<file path="config.mk">
export PLATFORM = sky130hd
export DESIGN_NAME = fma
export DESIGN_NICKNAME = d
export VERILOG_FILES = /design/src/rtl/fma_pkg.sv /design/src/rtl/fma_fx_mul.sv /design/src/rtl/fma.sv
export SDC_FILE = /design/constraint.sdc
export NUM_CORES = 1
export LEC_CHECK = 0
export BUFFER_PORTS_ARGS = -buffer_cell sky130_fd_sc_hd__buf_4
export CAP_MARGIN = 20
export CORE_MARGIN = 2
export CORE_UTILIZATION = 32
export CTS_CLUSTER_SIZE = 30
export DETAILED_ROUTE_END_ITERATION = 8
export GPL_TIMING_DRIVEN = 0
export HOLD_SLACK_MARGIN = 0.03
export PLACE_DENSITY = 0.5
export SYNTH_ARGS = -nofsm -noshare
export SYNTH_HDL_FRONTEND = slang
export SYNTH_SLANG_ARGS = --single-unit
</file>
<file path="constraint.sdc">
create_clock -name clk_in -period 14.8 [get_ports clk_in]
set_input_delay 0.74 -clock clk_in [delete_from_list [all_inputs] [get_ports clk_in]]
set_output_delay 0.74 -clock clk_in [all_outputs]
set_load 0.005 [all_outputs]
</file>
<file path="src/rtl/fma_pkg.sv">
// Shared constants and fixed-point helpers for the fma multiply-accumulate cell.
package fma_pkg;

  localparam int unsigned DEFAULT_WIDTH       = 16;
  localparam int unsigned DEFAULT_FIXED_POINT = 10;
  localparam int unsigned MAX_PROD_W          = 64;

  // Drop the fractional bits of a raw product (truncation toward zero for unsigned).
  function automatic logic [MAX_PROD_W-1:0] fx_truncate(input logic [MAX_PROD_W-1:0] prod,
                                                        input int unsigned           frac_bits);
    return prod >> frac_bits;
  endfunction

endpackage

</file>
<file path="src/rtl/fma_fx_mul.sv">
// Combinational unsigned fixed-point multiply: full product plus WIDTH-bit rescaled product.
module fma_fx_mul
  import fma_pkg::*;
#(
  parameter int unsigned WIDTH       = DEFAULT_WIDTH,
  parameter int unsigned FIXED_POINT = DEFAULT_FIXED_POINT
) (
  input  logic [WIDTH-1:0]   a,
  input  logic [WIDTH-1:0]   b,
  output logic [2*WIDTH-1:0] prod,
  output logic [WIDTH-1:0]   prod_fx
);

  localparam int unsigned PROD_W = 2 * WIDTH;

  always_comb begin
    prod    = PROD_W'(a) * PROD_W'(b);
    prod_fx = WIDTH'(fx_truncate(MAX_PROD_W'(prod), FIXED_POINT));
  end

endmodule

</file>
<file path="src/rtl/fma.sv">
// Unsigned fixed-point fused multiply-accumulate: out = a*b + c with the result fed back into c.
module fma
  import fma_pkg::*;
#(
  parameter int unsigned WIDTH       = DEFAULT_WIDTH,
  parameter int unsigned FIXED_POINT = DEFAULT_FIXED_POINT
) (
  input  logic               clk_in,
  input  logic               rst_in,
  input  logic [WIDTH-1:0]   a,
  input  logic [WIDTH-1:0]   b,
  input  logic [WIDTH-1:0]   c,
  input  logic               a_valid_in,
  input  logic               b_valid_in,
  input  logic               c_valid_in,
  input  logic               compute,
  output logic [WIDTH-1:0]   out,
  output logic [2*WIDTH-1:0] multiplication_full_precision
);

  logic [WIDTH-1:0]   a_reg, b_reg, c_reg;
  logic [WIDTH-1:0]   a_eff, b_eff, c_eff;
  logic [2*WIDTH-1:0] prod;
  logic [WIDTH-1:0]   prod_fx;
  logic [WIDTH-1:0]   sum;

  // Same-cycle bypass of freshly presented operands.
  always_comb begin
    a_eff = a_valid_in ? a : a_reg;
    b_eff = b_valid_in ? b : b_reg;
    c_eff = c_valid_in ? c : c_reg;
    sum   = prod_fx + c_eff;
  end

  fma_fx_mul #(
    .WIDTH       (WIDTH),
    .FIXED_POINT (FIXED_POINT)
  ) u_mul (
    .a       (a_eff),
    .b       (b_eff),
    .prod    (prod),
    .prod_fx (prod_fx)
  );

  // Sum wraps modulo 2^WIDTH and becomes the next accumulator value.
  always_ff @(posedge clk_in or posedge rst_in) begin
    if (rst_in) begin
      a_reg                         <= '0;
      b_reg                         <= '0;
      c_reg                         <= '0;
      out                           <= '0;
      multiplication_full_precision <= '0;
    end else begin
      a_reg <= a_eff;
      b_reg <= b_eff;
      if (compute) begin
        c_reg                         <= sum;
        out                           <= sum;
        multiplication_full_precision <= prod;
      end else begin
        c_reg <= c_eff;
      end
    end
  end

endmodule

</file>
[After elaboration in Yosys (flattened, before gate mapping)]
Index checks and enable logic that the tools add are counted.
Word-level totals
  register bits after elaboration: 96
  bits of input ports: 54
Operators by class
  add/sub/neg operators: 1
  $mul: 1
  multiplexer cells: 4
Operator list (count)
  $mux 16: 4
  $mul 16x16->32: 1
  $add 16x16->16: 1

[Logic depth before layout (Yosys ltp)]
Gate-level depths: netlist of the first run.
  depth in word-level cells: 4
  gate-level depth with buffers: 36

[By module]
Synthesis of the first run repeated with hierarchy kept, for this count alone.
Unflattened totals
  cells, all modules: 1413
  area, all modules: 13575.5 um2
Modules (own cells, without submodules)
  fma_fx_mul: instances 1, cells an instance 1004, area each 8709.6 um2
  fma: instances 1, cells an instance 409, area each 4865.9 um2

[Worst setup path before layout of the first run]
OpenSTA, ideal clock, no wires.
  kind: input to register
  from: input a_valid_in
  to: register c_reg[15]
  library setup time: 0.140 ns
  data arrival time: 8.904 ns
  path slack: 5.755 ns
  stages on the path: 30
  cell sequence: clkbuf_1 clkbuf_1 mux2i_1 clkinv_1 nand2_1 fa_1 fa_1 fa_1 inv_1 fa_1 fa_1 fa_1 ha_1 and3_1 a22o_1 o31ai_1 nand2b_1 a21o_1 a21oi_1 xnor2_1 ha_1 nor3_1 o2111ai_1 a31o_2 a21oi_1 nor2_1 mux2i_1 a21boi_0 o2111ai_1 o221ai_2
Between the ends
  longest elaborated chain between the ends: 4
Ends and longest elaborated chain
  start: declaration: RTL line fma.sv:13  | input logic a_valid_in,
  $mux 16: RTL line fma.sv:29  | a_eff = a_valid_in ? a : a_reg;
  named net a_eff[11]: RTL line fma.sv:22  | logic [WIDTH-1:0] a_eff, b_eff, c_eff;
  $mul 16x16->32: RTL line fma_fx_mul.sv:17  | prod = PROD_W'(a) * PROD_W'(b);
  named net prod[16]: RTL line fma.sv:23  | logic [2*WIDTH-1:0] prod;
  $add 16x16->16: RTL line fma.sv:32  | sum = prod_fx + c_eff;
  $mux 16: RTL line fma.sv:56  | if (compute) begin
  end signal: assignment: RTL line fma.sv:57  | c_reg <= sum;
  end: declaration: RTL line fma.sv:21  | logic [WIDTH-1:0] a_reg, b_reg, c_reg;
The timed path passes the listed nets, and every way through them passes these cells.
A chain may end at the register's enable or synchronous reset.

[Worst setup path in the final report of the first run]
Same ends and word-level chain as after synthesis.

==> run summary, run 1 <==
crit path DAT = 10.88 ns
Clock Path Buffers = 2
Yosys reg bits = 96
total of warnings raised by yosys = 0
Final Wtd Congestion = 0.921
CP Buf/Inv Count = 4
most frequent cells in the layout = 265 x inv_1, 195 x fa_1, 167 x nand2_1
Critical Path Max Stage Delay = 0.88 ns
Slew Viols, Final = 0
period utilisation layout = 0.717
CP endpoint kind = register
Layout Skew = 0.0219 ns
Max Cap Viol = 0
Mapped Nets = 1745
post-place setup slack = 3.70 ns
Clk Latency, worst-skew pair = 0.40 ns
Primary FF master, synth = dfrtp_1
DP HPWL = 30200 µm
Filler Cells Inserted = 4072
crit path time final = 10.61 ns
starting density of the core = 0.326
die height = 205 µm
Post-CTS Hold Buffers = 0
number of port buffers = 97
# IOs = 102
CP most frequent cell = fa_1
status = complete, no violations
critical path class = in -> reg
largest net degree at the start of global routing = 50
first-pass GRT wire length = 58400 µm
Layout area overhead = 13.7%
design area = 14800 µm²
layout cells sized above 1 = 0.137
Max Freq = 94.2 MHz
Biggest register = multiplication_full_precision
Synth Area per Inst = 9.44 µm²
Req. time, crit path = 15.07 ns
vias in the first global route = 10200
commonest non-fill, non-tap cell in the layout = inv_1
worst-margin pin slew = 1.06 ns
Netlist cell types = 74
CP startpoint kind = primary input
via count = 9690
# clock sinks = 96
Final Core Density = 0.370
endpoints failing hold = 0
initial antenna violation count = 0
Hold Path Class = in -> async
WL final = 36400 µm
post-synthesis sequential area ratio = 0.185
Root Driver = clkbuf_16
worst reg-to-reg setup slack = 5.43 ns
Slew HR = 0.275
fin nets = 1865
gr usage total = 0.184
Cells after Synth = 1377
Critical Path Slowest Stage Cell = mux2i_1
starting DRC count in detailed routing = 428
CTS tree = done
DP Area = 14500 µm²
RSZ-0062 raised after global routing = no
ANT cells = 0
die area = 42200 µm²
GR Overflow Total = 0
mean routed wirelength per cell = 18.0 µm
Num CTS Buffers = 9
die width = 205 µm
max FFs per register = 32
Post-synth EDFFs = 0
Final WS setup = 4.19 ns
delay-heaviest family, CP = adder cells
post-detailed-route count of antenna-violating nets = 0
CTS H-tree depth = 3
CTS clk-pin slew, worst paths = 0.08 ns
vias per cell = 4.78
core area = 39900 µm²
# setup viols final = 0
Row Count = 73
Crit Path Max Fanout = 10
Post-Synthesis Cell Area = 13000 µm²
Post-synth ARST share = 1.00
remaining routing DRC violations = 0
Detailed Routing Iterations Pass 1 = 5
setup_tns = 0 ns
post-cts gate resize count = 0
Setup Buffers After CTS = 0
==> final timing paths <==
path                                                   startpoint                           endpoint  depth (start not counted)
worst max-delay path                                   a_valid_in                          c_reg[15]                         30
worst max register to register                          a_reg[11]                          c_reg[15]                         28
min in group clk_in             multiplication_full_precision[26]  multiplication_full_precision[26]                          1
worst min-delay path                                       rst_in  multiplication_full_precision[10]                          2
max in group asynchronous                                  rst_in  multiplication_full_precision[22]                          3
worst min register to register  multiplication_full_precision[26]  multiplication_full_precision[26]                          1
==> metrics by stage <==
stage          std cells  hold WS, ns
3_3_place_gp        1999        0.474
2_1_floorplan       1377        0.474
6_report            2027        0.434
5_1_grt             2027        0.498
4_1_cts             2025        0.467
3_5_place_dp        2009        0.477
==> Yosys cell counts (3+ instances only) <==
master     instances  area share
nand2_1          167       0.048
ha_1             119        0.11
o21ai_0           19      0.0073
and3_1             5      0.0024
clkinv_1          11      0.0032
a21oi_1           32       0.012
o2111ai_1          4      0.0027
clkbuf_8           3      0.0032
dfrtp_1           96        0.18
mux2i_1           40       0.031
o2111a_1           3      0.0026
or3_1              4      0.0019
a211oi_1           4      0.0023
o31a_1             3      0.0020
a21o_1             9      0.0052
xnor3_1            3      0.0052
xor2_1             5      0.0034
o21a_1            13      0.0075
clkbuf_1          32      0.0092
fa_1             195        0.30
o211ai_1           5      0.0029
nor2_1           152       0.044
xnor2_1           29       0.020
a31oi_1            4      0.0019
inv_1            266       0.077
nor2b_1            6      0.0029
nand3_1           14      0.0054
nand3b_1           3      0.0017
buf_4              3      0.0017
buf_1              5      0.0014
mux2_2            49       0.042
o31ai_1            3      0.0017
nor3_1            14      0.0054
nand2b_1           4      0.0019
==> per-layer routing <==
layer  GRT usage  routed length (µm)
met1       0.260               17200
met5           0                   0
met3      0.0274                1720
met4      0.0383                 362
met2       0.299               17100
==> final cells by class <==
| class | count | area [µm²] | area share |
|---|---|---|---|
| multi-input combinational | 959 | 9330 | 0.631 |
| sequential | 96 | 2400 | 0.163 |
| inverter | 277 | 1040 | 0.0706 |
| timing repair buffer | 109 | 838 | 0.0568 |
| tap | 525 | 657 | 0.0445 |
| clock buffer | 10 | 229 | 0.0155 |
| buffer | 45 | 224 | 0.0152 |
| clock inverter | 6 | 52.6 | 0.00356 |
==> worst register-to-register path: cells and delay by family, from the launching register on <==
family / cells / cell delay [ns]
compound gates: 10 / 2.48
mux: 2 / 1.08
simple gates: 5 / 0.93
buf+inv: 2 / 0.75
flops: 1 / 0.36
fa+ha+maj: 8 / 3.51
xor+xnor: 1 / 0.14
==> cell families (layout without fill, tap and decap cells) <==
logic type	after synthesis	count (layout)	synth area share
compound gates	133	133	0.0769
xor+xnor	37	37	0.0281
fa+ha+maj	314	314	0.415
buf+inv	322	447	0.0973
flops	96	96	0.185
mux	89	89	0.0733
simple gates	386	386	0.124
Power of run 1 is left out: the tool's default activity adds up to more than one toggle a clock period on the data nets, which glitch-free logic cannot reach.
==> inputs of run 2 (changes only) <==
--- a/config.mk
+++ b/config.mk
@@ -5,6 +5,7 @@
 export SDC_FILE = /design/constraint.sdc
 export NUM_CORES = 1
 export LEC_CHECK = 0
+export ABC_AREA = 1
 export BUFFER_PORTS_ARGS = -buffer_cell sky130_fd_sc_hd__buf_4
 export CAP_MARGIN = 20
 export CORE_MARGIN = 2
@@ -13,7 +14,7 @@
 export DETAILED_ROUTE_END_ITERATION = 8
 export GPL_TIMING_DRIVEN = 0
 export HOLD_SLACK_MARGIN = 0.03
-export PLACE_DENSITY = 0.5
+export PLACE_DENSITY = 0.52
 export SYNTH_ARGS = -nofsm -noshare
 export SYNTH_HDL_FRONTEND = slang
 export SYNTH_SLANG_ARGS = --single-unit
==> constraint.sdc (replaced) <==
create_clock -name clk_in -period 8.9 [get_ports clk_in]
set_input_delay 0.445 -clock clk_in [delete_from_list [all_inputs] [get_ports clk_in]]
set_output_delay 0.445 -clock clk_in [all_outputs]
set_load 0.005 [all_outputs]
==> run summary, run 2 <==
post-cts gate resize count = 0 (unchanged)
core area = 39800 µm² (-0.23%)
# clock sinks = 96 (unchanged)
Primary FF master, synth = dfrtp_1
die area = 42100 µm² (-0.27%)
first-pass GRT wire length = 61500 µm (+5.3%)
CTS tree = done
Crit Path Max Fanout = 10 (unchanged)
WL final = 36800 µm (+1.1%)
Netlist cell types = 47 (-36%)
Max Freq = 121 MHz
CTS H-tree depth = 3 (unchanged)
Synth Area per Inst = 8.16 µm² (-13%)
Biggest register = multiplication_full_precision
Post-synth ARST share = 1.00 (unchanged)
Hold Path Class = in -> async
DP HPWL = 31500 µm (+4.3%)
CP startpoint kind = primary input
Req. time, crit path = 9.14 ns (-5.93 ns)
status = complete, no violations
Final Wtd Congestion = 0.874 (-5.2%)
mean routed wirelength per cell = 16.5 µm (-8.2%)
Critical Path Slowest Stage Cell = fa_1
initial antenna violation count = 1 (+1)
endpoints failing hold = 0 (unchanged)
Filler Cells Inserted = 4234 (+4.0%)
Clk Latency, worst-skew pair = 0.39 ns (about the same)
max FFs per register = 32 (unchanged)
critical path class = in -> reg
ANT cells = 0 (unchanged)
Critical Path Max Stage Delay = 0.56 ns (-0.32 ns)
# IOs = 102 (unchanged)
commonest non-fill, non-tap cell in the layout = nand2_1
Layout area overhead = 13.6% (about the same)
starting DRC count in detailed routing = 454 (+6.1%)
Row Count = 73 (unchanged)
synth cell count leaders = 383 x nand2_1, 326 x inv_1, 195 x fa_1, 148 x nor2_1, 119 x ha_1
Max Cap Viol = 0 (unchanged)
starting density of the core = 0.325 (about the same)
biggest area consumer among synthesized cells = fa_1
number of port buffers = 100 (+3.1%)
worst-margin pin slew = 1.10 ns (+0.0412 ns)
via count = 10300 (+5.9%)
vias per cell = 4.60 (-3.8%)
Area contributors post-synth = fa_1 30%, dfrtp_1 19%, ha_1 11%, nand2_1 11%, inv_1 9.4%
die height = 205 µm (-0.14%)
remaining routing DRC violations = 0 (unchanged)
worst reg-to-reg setup slack = 0.78 ns (-4.65 ns)
vias in the first global route = 11100 (+9.5%)
Setup Buffers After CTS = 0 (unchanged)
post-synthesis sequential area ratio = 0.185 (+0.000518)
fin nets = 2070 (+11%)
largest net degree at the start of global routing = 64 (+28%)
post-place setup slack = -0.230 ns (-3.93 ns)
post-detailed-route count of antenna-violating nets = 0 (unchanged)
crit path time final = 8.25 ns
Slew HR = 0.260 (-0.0151)
die width = 205 µm (-0.14%)
R2R depth = 36 (+29%)
most common cell in the netlist = nand2_1
period utilisation layout = 0.927
Post-Synthesis Cell Area = 13000 µm² (-0.28%)
crit path DAT = 8.49 ns (-2.39 ns)
Layout Skew = 0.0218 ns (-0.000146 ns)
Yosys top cell area share = 0.301 (+0.000841)
CP endpoint kind = register
most frequent cells in the layout = 383 x nand2_1, 325 x inv_1, 195 x fa_1
Root Driver = clkbuf_16
GR Overflow Total = 0 (unchanged)
total of warnings raised by yosys = 0 (unchanged)
RSZ-0062 raised after global routing = no
CTS clk-pin slew, worst paths = 0.07 ns (about the same)
Slew Viols, Final = 0 (unchanged)
Final WS setup = 0.646 ns (-3.54 ns)
layout cells sized above 1 = 0.117 (-0.0206)
Mapped Nets = 1955 (+12%)
Clock Path Buffers = 2 (unchanged)
Post-CTS Hold Buffers = 0 (unchanged)
Cells after Synth = 1587 (+15%)
Num CTS Buffers = 9 (unchanged)
# setup viols final = 0 (unchanged)
Post-synth EDFFs = 0 (unchanged)
Yosys reg bits = 96 (unchanged)
Detailed Routing Iterations Pass 1 = 5 (unchanged)
gr usage total = 0.190 (+0.00629)
## run 2: cell types whose count changed after synthesis, moves of 16 or more
cell,delta
o21ai_0,+24
mux2_2,-38
mux2i_1,-40
o21ai_1,+24
nand2_2,+19
xnor2_1,-16
nand2_1,+216
inv_1,+60
## run 2: cell families after synthesis
kind of cell               share of synthesized area
and+or+nand+nor                                0.196
DFF                                            0.185
buffers and inverters                          0.113
AOI/OAI and AO/OA                             0.0632
adders and majority gates                      0.416
xor gates and xnor gates                      0.0159
muxes                                        0.00956
## run 2: area by class of cell
class | count | area, µm² | area share
flip-flops and latches | 96 | 2400 | 0.163
multi-input cells | 1108 | 9100 | 0.619
plain buffers | 40 | 184 | 0.0125
inverters | 343 | 1290 | 0.0877
clock inverters | 6 | 51.3 | 0.00349
clock buffers | 10 | 229 | 0.0156
repair buffers | 104 | 798 | 0.0542
well taps | 525 | 657 | 0.0446
## run 2: final timing paths
path,start,endpoint
hold reg to reg,multiplication_full_precision[1],multiplication_full_precision[1]
hold / removal,rst_in,multiplication_full_precision[31]
setup / recovery,b_valid_in,c_reg[13]
setup reg to reg,b_reg[4],c_reg[13]
min in group clk_in,c[3],c_reg[3]
max in group asynchronous,rst_in,out[0]
## run 2: layer usage
layer	share of wire	wire, µm	track usage
met5	0.00038	14	0
met4	0.016	583	0.0480
met3	0.051	1870	0.0322
met2	0.46	16800	0.302
met1	0.48	17600	0.269
## run 2: worst max-delay path, delay by kind of cell
| kind | cells | cell delay (ns) |
|---|---|---|
| xor gates and xnor gates | 1 | 0.16 |
| buffers and inverters | 10 | 1.43 |
| and+or+nand+nor | 14 | 1.35 |
| adders and majority gates | 8 | 3.77 |
| AOI/OAI and AO/OA | 6 | 1.30 |
## run 2: stage by stage
stage	hold WS, ns	cell area, µm²	setup TNS (ns)	std cells	util
2_1_floorplan	0.465	13000	0	1587	-
3_3_place_gp	0.463	14400	-1.07	2212	0.361
3_5_place_dp	0.464	14400	-1.04	2216	0.362
4_1_cts	0.0881	14700	0	2232	0.369
5_1_grt	0.116	14700	0	2232	0.370
6_report	0.0848	14700	0	2232	0.370
Power of run 2 is left out for the same reason.
==> inputs of run 3 (changes only) <==
--- a/config.mk
+++ b/config.mk
@@ -8,8 +8,10 @@
 export ABC_AREA = 1
 export BUFFER_PORTS_ARGS = -buffer_cell sky130_fd_sc_hd__buf_4
 export CAP_MARGIN = 20
+export CORE_ASPECT_RATIO = 0.8
 export CORE_MARGIN = 2
 export CORE_UTILIZATION = 32
+export CTS_BUF_LIST = sky130_fd_sc_hd__clkbuf_8
 export CTS_CLUSTER_SIZE = 30
 export DETAILED_ROUTE_END_ITERATION = 8
 export GPL_TIMING_DRIVEN = 0
==> run summary, run 3 (synthesis gave the netlist of run 2 again) <==
status = complete, no violations
period utilisation layout = 0.933 (+0.00575)
Setup Buffers After CTS = 0 (unchanged)
Final Core Density = 0.371 (+0.00101)
Critical Path Max Stage Delay = 0.94 ns (+0.38 ns)
Row Count = 65 (-11%)
Slew HR = 0.259 (-0.000479)
Max Freq = 120 MHz (-0.62%)
Crit Path Max Fanout = 10 (unchanged)
DP HPWL = 32000 µm (+1.5%)
GR Overflow Total = 0 (unchanged)
core area = 39700 µm² (-0.34%)
Num CTS Buffers = 9 (unchanged)
post-cts gate resize count = 0 (unchanged)
Req. time, crit path = 9.18 ns (+0.04 ns)
Final Wtd Congestion = 0.896 (+2.6%)
Layout area overhead = 13.5% (about the same)
Critical Path Slowest Stage Cell = o21ai_1
Clock Path Buffers = 2 (unchanged)
Detailed Routing Iterations Pass 1 = 5 (unchanged)
WL final = 37500 µm (+1.8%)
worst-margin pin slew = 1.10 ns (+0.000710 ns)
Post-CTS Hold Buffers = 0 (unchanged)
fin nets = 2071 (+0.048%)
CTS H-tree depth = 3 (unchanged)
# IOs = 102 (unchanged)
CTS tree = done
CP startpoint kind = primary input
starting DRC count in detailed routing = 657 (+45%)
max FFs per register = 32 (unchanged)
die height = 184 µm (-10%)
critical path class = in -> reg
Hold Path Class = in -> async
Slew Viols, Final = 0 (unchanged)
starting density of the core = 0.326 (+0.00111)
Layout Skew = 0.0140 ns (-0.00774 ns)
DP Area = 14400 µm² (+0.16%)
via count = 10600 (+2.9%)
mean routed wirelength per cell = 16.7 µm (+1.2%)
vias per cell = 4.71 (+2.3%)
Hold WS = 0.0490 ns (-0.0358 ns)
remaining routing DRC violations = 0 (unchanged)
die area = 42100 µm² (about the same)
first-pass GRT wire length = 59300 µm (-3.7%)
Biggest register = multiplication_full_precision
R2R Path Start = a_reg[12]
design area = 14700 µm² (about the same)
RR Endpoint = c_reg[13]
endpoints failing hold = 0 (unchanged)
most frequent cells in the layout = 383 x nand2_1, 325 x inv_1, 195 x fa_1
# clock sinks = 96 (unchanged)
crit path time final = 8.31 ns (+0.0512 ns)
CTS clk-pin slew, worst paths = 0.11 ns (+0.04 ns)
initial antenna violation count = 1 (unchanged)
R2R depth = 36 (unchanged)
# setup viols final = 0 (unchanged)
number of port buffers = 100 (unchanged)
post-detailed-route count of antenna-violating nets = 0 (unchanged)
CP most frequent cell = nand2_1
commonest non-fill, non-tap cell in the layout = nand2_1
die width = 229 µm (+12%)
Clk Latency, worst-skew pair = 0.41 ns (+0.02 ns)
worst reg-to-reg setup slack = 0.73 ns (-0.05 ns)
gr usage total = 0.183 (-0.00716)
vias in the first global route = 10600 (-4.4%)
crit path DAT = 8.58 ns (+0.09 ns)
layout cells sized above 1 = 0.119 (+0.00286)
RSZ-0062 raised after global routing = no
CP endpoint kind = register
Root Driver = clkbuf_8
Max Cap Viol = 0 (unchanged)
largest net degree at the start of global routing = 65 (+1.6%)
## run 3: cell types whose count changed in the layout (fill, tap and decap cells not counted), sizes merged
cell      change
clkbuf        -2
clkinv        +1
bufinv        +3
clkinvlp      -1
diode         +1
inv           -2
buf           +2
## run 3: metrics by stage
step                      instances  TNS [ns]  setup slack (ns)
after floorplan                1587         0              1.77
after global placement         2223     -2.55            -0.379
after detailed placement       2228     -2.00            -0.339
after CTS                      2244         0            0.0873
after global routing           2244         0           0.00386
final                          2245         0             0.594
## run 3: area by class of cell
cell class | count | area, µm²
antenna | 1 | 2.50
fill | 4221 | 25000
tap | 536 | 671
inverter | 343 | 1300
sequential | 96 | 2400
multi-input combinational | 1108 | 9100
timing repair buffer | 105 | 807
buffer | 40 | 188
clock buffer | 9 | 124
clock inverter | 7 | 118
## run 3: how the worst max path moves through the flow
stage | end | from | cells past startpoint | slack (ns)
finish | c_reg[13] | b_valid_in | 37 | 0.59
global route | c_reg[13] | b_valid_in | 40 | 0.004
CTS | c_reg[13] | a_valid_in | 37 | 0.09
detailed placement | c_reg[13] | a_valid_in | 37 | -0.34
global placement | c_reg[13] | a_valid_in | 37 | -0.38
floorplan | c_reg[15] | a_valid_in | 36 | 1.77
## run 3: layer usage
metal  up-vias  global-route usage  wire length (µm)
li1       5011                   -                 -
met1      5252               0.263             17800
met2       271               0.286             16900
met3        30              0.0361              2320
met4         2              0.0379               447
met5         -                   0                 8
## run 3: worst max-delay path: cells and delay by family
kind	cells	cell delay [ns]
buffers and inverters	9	1.58
AOI/OAI and AO/OA	6	1.80
and+or+nand+nor	13	1.45
xor gates and xnor gates	1	0.13
adders and majority gates	8	3.16
Power of run 3 is left out for the same reason.
